### config.mk
export PLATFORM = sky130hd
export DESIGN_NAME = repetition_code_tx
export DESIGN_NICKNAME = d
export VERILOG_FILES = /design/src/rtl/repetition_code_tx.sv
export SDC_FILE = /design/constraint.sdc
export NUM_CORES = 1
export LEC_CHECK = 0
export CAP_MARGIN = 40
export CORE_MARGIN = 2
export CORE_UTILIZATION = 50
export CTS_CLUSTER_SIZE = 10
export DETAILED_ROUTE_END_ITERATION = 8
export GPL_TIMING_DRIVEN = 0
export PLACE_DENSITY = 0.77
export SLEW_MARGIN = 20
export SYNTH_ARGS = -nofsm -noshare
export SYNTH_HDL_FRONTEND = slang
export SYNTH_SLANG_ARGS = --single-unit
### constraint.sdc
create_clock -name clk -period 3.29 [get_ports clk]
set_input_delay 0.8225 -clock clk [delete_from_list [all_inputs] [get_ports clk]]
set_output_delay 0.8225 -clock clk [all_outputs]
set_load 0.05 [all_outputs]
### src/rtl/repetition_code_tx.sv
// ---------------------------------------------------------------------------
// repetition_code_tx
//   Serial transmitter for a triple-repetition link. A parallel word is taken
//   through a val/rdy handshake, then shifted out MSB-first with every data
//   bit driven on REPS consecutive beats, so a majority voter at the far end
//   can recover each bit even when one copy is corrupted.
//
// Parameters
//   NBITS : payload width in bits (>= 1)
//   REPS  : copies per data bit (odd, >= 3)
//
// Ports
//   clk     : clock, all state updates on posedge
//   rst     : asynchronous reset, active-low
//   in_val  : producer presents a word on in_data
//   in_rdy  : block accepts a word this cycle (independent of in_val)
//   in_data : payload, sampled only on the handshake
//   tx_val  : tx_bit carries a valid beat
//   tx_bit  : current serial beat
//   tx_sof  : first beat of a frame
//   tx_eof  : last beat of a frame
// ---------------------------------------------------------------------------
module repetition_code_tx #(
   parameter int NBITS = 8,
   parameter int REPS  = 3
) (
   input  logic             clk,
   input  logic             rst,
   input  logic             in_val,
   output logic             in_rdy,
   input  logic [NBITS-1:0] in_data,
   output logic             tx_val,
   output logic             tx_bit,
   output logic             tx_sof,
   output logic             tx_eof
);

   localparam int REP_W = (REPS  > 1) ? $clog2(REPS)  : 1;
   localparam int IDX_W = (NBITS > 1) ? $clog2(NBITS) : 1;

   localparam logic [REP_W-1:0] REP_LAST = REP_W'(REPS - 1);
   localparam logic [IDX_W-1:0] IDX_LAST = IDX_W'(NBITS - 1);

   typedef enum logic {
      IDLE = 1'b0,
      SEND = 1'b1
   } state_t;

   state_t           state_q, state_d;
   logic [NBITS-1:0] sreg_q,  sreg_d;
   logic [REP_W-1:0] rep_q,   rep_d;
   logic [IDX_W-1:0] idx_q,   idx_d;

   logic last_beat;
   logic xfer;

   // State register: reset clears everything so outputs fall to idle values
   // the moment rst goes low, even mid-frame.
   always_ff @(posedge clk or negedge rst) begin
      if (!rst) begin
         state_q <= IDLE;
         sreg_q  <= '0;
         rep_q   <= '0;
         idx_q   <= '0;
      end else begin
         state_q <= state_d;
         sreg_q  <= sreg_d;
         rep_q   <= rep_d;
         idx_q   <= idx_d;
      end
   end

   // Handshake: ready on the final beat as well, so frames can run
   // back-to-back without a bubble. Ready never looks at in_val.
   always_comb begin
      last_beat = (state_q == SEND) && (idx_q == IDX_LAST) && (rep_q == REP_LAST);
      in_rdy    = (state_q == IDLE) || last_beat;
      xfer      = in_val && in_rdy;
   end

   // Output decode
   always_comb begin
      tx_val = 1'b0;
      tx_bit = 1'b0;
      tx_sof = 1'b0;
      tx_eof = 1'b0;
      if (state_q == SEND) begin
         tx_val = 1'b1;
         tx_bit = sreg_q[NBITS-1];
         tx_sof = (idx_q == '0) && (rep_q == '0);
         tx_eof = last_beat;
      end
   end

   // Next-state logic
   always_comb begin
      state_d = state_q;
      sreg_d  = sreg_q;
      rep_d   = rep_q;
      idx_d   = idx_q;
      unique case (state_q)
         IDLE: begin
            if (xfer) begin
               state_d = SEND;
               sreg_d  = in_data;
               rep_d   = '0;
               idx_d   = '0;
            end
         end
         SEND: begin
            if (last_beat) begin
               // Counters are cleared rather than stepped so neither wraps
               // past its bound; a same-cycle transfer reloads the word.
               rep_d = '0;
               idx_d = '0;
               if (xfer) begin
                  sreg_d = in_data;
               end else begin
                  state_d = IDLE;
                  sreg_d  = '0;
               end
            end else if (rep_q != REP_LAST) begin
               rep_d = rep_q + 1'b1;
            end else begin
               rep_d  = '0;
               idx_d  = idx_q + 1'b1;
               sreg_d = sreg_q << 1;
            end
         end
         default: state_d = IDLE;
      endcase
   end

endmodule

==> flow_summary.yaml, run 1 <==
clocking:
  clock_tree.buffer_depth: 2
  post_cts_buffers: 0
  root_buffer: "sky130_fd_sc_hd__clkbuf_4"
  clock_insertion_delay_worst_skew_ps: 290
  number_of_gates_resized_after_cts: 0
  cts_tree: "done"
  ctsHoldBuffers: 0
  worst_setup_hold_path_clk_slew_ps: 90
  cts_max_level: 1
  tritoncts_num_sinks: 14
  cts_inserted_buffers: 3
timing:
  max_clock_freq_mhz: 320.1
  grt_setup_unrepaired: "false"
  worst_slew_pin_slew_ps: 641.1
  post-route-min-period_ps: 3124
  tns_ps: 0
  slew_violations: 0
  period_share: 0.9497
  skew_final_ps: 6.062
  setup_viol_count_final: 0
  setup_ws_ps: 165.6
  hold_violation_count_in_the_final_report: 0
  timing.max_slew.rel_slack: 0.5712
worst_hold_path:
  type_of_the_tightest_min_delay_check: "reg -> reg"
  number_of_instances_on_the_worst_hold_path: 1
setup_path:
  crit_path_max_fanout: 9
  critical_path_source_type: "register"
  criticalPathCategory: "reg -> out"
  crit_arrival_ps: 2300
  worst_r2r_path_depth: 5
  crit_path_end_kind: "primary output"
  worst-endpoint-required_ps: 2470
layout:
  nFillCells: 131
  final_area_mm2: 0.001066
  design.final.nets: 116
  regArea_um2: 350.3
  diodes: 0
  share_of_final_layout_standard_cells_stronger_than_drive_strength_1: 0.1782
  multiInputGateArea_um2: 451.7
  area.growth.synth_to_final_pct: 23.66
logic_synthesis:
  synth_top_cell_by_area: "sky130_fd_sc_hd__dfrtp_1"
  yosysSeqAreaShare: 0.4064
  synth.top_cells.by_area: "sky130_fd_sc_hd__dfrtp_1, sky130_fd_sc_hd__a22o_1, sky130_fd_sc_hd__ha_1"
  yosys_warnings: 0
  synthDominantCellAreaShare: 0.4064
  avgSynthCellArea_um2: 10.39
  synth-async-reset-ratio: 1.000
  synth_edf_count: 0
  synthTopCellsByCount: "sky130_fd_sc_hd__dfrtp_1, sky130_fd_sc_hd__inv_1, sky130_fd_sc_hd__a22o_1"
  area_of_the_mapped_netlist_um2: 862.1
  yosys.cell_count.top_type: "sky130_fd_sc_hd__dfrtp_1"
  ys_types: 30
  postSynthCellCount: 83
  synth-seq-cells: 14
  ys.flop_type: "sky130_fd_sc_hd__dfrtp_1"
  synth_nets: 97
route:
  drt_first_iter_violations: 10
  wl_mm: 1.791
  drt-wirelength-per-cell_um: 15.18
  drt-vias-per-instance: 5.771
  ant_nets: 0
  remaining_drc_errors: 0
  dr_total_vias: 681
  drt_pre_antenna_iters: 4
die:
  die-height_um: 45.52
  floorplan.die_area_mm2: 0.002072
  effective_utilization_at_floorplan: 0.5161
  io_pins: 16
  num_rows: 15
  dieWidth_um: 45.52
  core_ar_mm2: 0.001670
power_and_ir_drop:
  p_int_mw: 0.4885
  peakVddDrop_uv: 491.6
  switchingPower_mw: 0.2927
  p_total_mw: 0.7812
  power_density_mw_per_mm2: 732.8
  pwr-share-clk: 0.166
  p_seq_frac: 0.369
  netSwitchingFraction: 0.3746
  leakage_nw: 0.4827
  share_comb_of_total_power: 0.465
placement:
  hpwlAfterDp_mm: 1.304
  gp_routability_congestion: 0.8186
  post_dp_cell_area_mm2: 0.001030
  buffer_ports.inserted: 14
  pre_cts_slack_ps: 464.3
status:
  outcome: "complete, no violations"
grt:
  grt_pass1_wl_mm: 2.960
  largest_net_degree_at_the_start_of_global_routing: 15
  gr-usage-all-layers: 0.2025
  grt_pass1_vias: 689
  globalRoute.totalOverflow: 0
  number_of_antenna_violations_at_the_first_check_in_global_routing: 0
flow_run:
  timing.max_cap.violations: 0
==> power by group through the flow <==
stage	Sequential (mW)	Combinational, mW	Clock, mW
final	0.288	0.363	0.130
after global routing	0.299	0.398	0.136
after CTS	0.289	0.368	0.131
after detailed placement	0.293	0.367	0
after global placement	0.289	0.348	0
after floorplan	0.281	0.276	0
==> metrics by stage <==
| stage | util | cells | hold slack, ps |
|---|---|---|---|
| after global routing | 0.6382 | 118 | 543.5 |
| after CTS | 0.6382 | 118 | 512.5 |
| final | 0.6382 | 118 | 505.4 |
| after floorplan | - | 83 | 465.0 |
| after global placement | 0.6165 | 114 | 486.7 |
| after detailed placement | 0.6165 | 114 | 490.7 |
==> critical path, cell delays in order (launching register included) <==
cell	delay, ps
sky130_fd_sc_hd__dfrtp_1	390
sky130_fd_sc_hd__ha_1	170
sky130_fd_sc_hd__ha_1	350
sky130_fd_sc_hd__nand3b_1	190
sky130_fd_sc_hd__nand2_1	120
sky130_fd_sc_hd__clkdlybuf4s50_1	800
==> cell families after synthesis <==
| logic type | count (synthesis) | synth area share |
|---|---|---|
| buf+inv | 13 | 0.07692 |
| mux | 1 | 0.01306 |
| simple gates | 25 | 0.2192 |
| compound gates | 27 | 0.2409 |
| flops | 14 | 0.4064 |
| fa+ha+maj | 3 | 0.04355 |
==> placed cells by master (no fill, tap or decap), drive strengths merged, types with 2 or more instances in the layout <==
cell / netlist / routed
nand2b: 3 / 3
nand3b: 6 / 6
a22o: 7 / 7
a21boi: 3 / 3
a32o: 3 / 3
o21ai: 6 / 6
and2: 2 / 2
nor2: 3 / 3
inv: 8 / 8
o211ai: 4 / 4
ha: 3 / 3
nand2: 4 / 4
o22a: 2 / 2
dfrtp: 14 / 14
buf: 5 / 5
nor2b: 4 / 4
clkbuf: 0 / 4
clkdlybuf4s50: 0 / 14
==> worst paths after layout <==
kind / start / end / slack, ps
worst max-delay path: idx_q[1]$_DFFE_PN0P_ / in_rdy / 170
worst min-delay path: sreg_q[7]$_DFFE_PN0P_ / sreg_q[7]$_DFFE_PN0P_ / 510
worst max register to register: idx_q[1]$_DFFE_PN0P_ / sreg_q[5]$_DFFE_PN0P_ / 1650
worst min register to register: sreg_q[7]$_DFFE_PN0P_ / sreg_q[7]$_DFFE_PN0P_ / 510
max in group asynchronous: rst / sreg_q[0]$_DFFE_PN0P_ / 1960
min in group asynchronous: rst / sreg_q[3]$_DFFE_PN0P_ / 920
==> per-layer routing <==
metal,vias up,part of all wire,GRT usage
met3,5,0.042,0.03175
met4,0,0.019,0.09412
met1,322,0.44,0.2481
met5,-,0,0
met2,16,0.50,0.3437
li1,338,-,-
==> sequential cells by signal, indices dropped and copies added (netlist names) <==
| name | count |
|---|---|
| sreg_q | 8 |
| idx_q | 3 |
| rep_q | 2 |
| state_q | 1 |
==> area by class of cell <==
class                   count  share of cell area
multi-input cells          56              0.4237
flip-flops and latches     14              0.3286
clock buffers               4             0.03404
plain buffers               5             0.03404
inverters                   8             0.02817
repair buffers             14              0.1315
well taps                  17             0.01995
No activity file was read; power rests on OpenSTA's default activity.
==> inputs of run 2 (changes only) <==
--- a/config.mk
+++ b/config.mk
@@ -8,6 +8,7 @@
 export CAP_MARGIN = 40
 export CORE_MARGIN = 2
 export CORE_UTILIZATION = 50
+export CTS_CLUSTER_DIAMETER = 80
 export CTS_CLUSTER_SIZE = 10
 export DETAILED_ROUTE_END_ITERATION = 8
 export GPL_TIMING_DRIVEN = 0
==> results of run 2 <==
Final layout, timing and power as in run 1 (identical DEF).
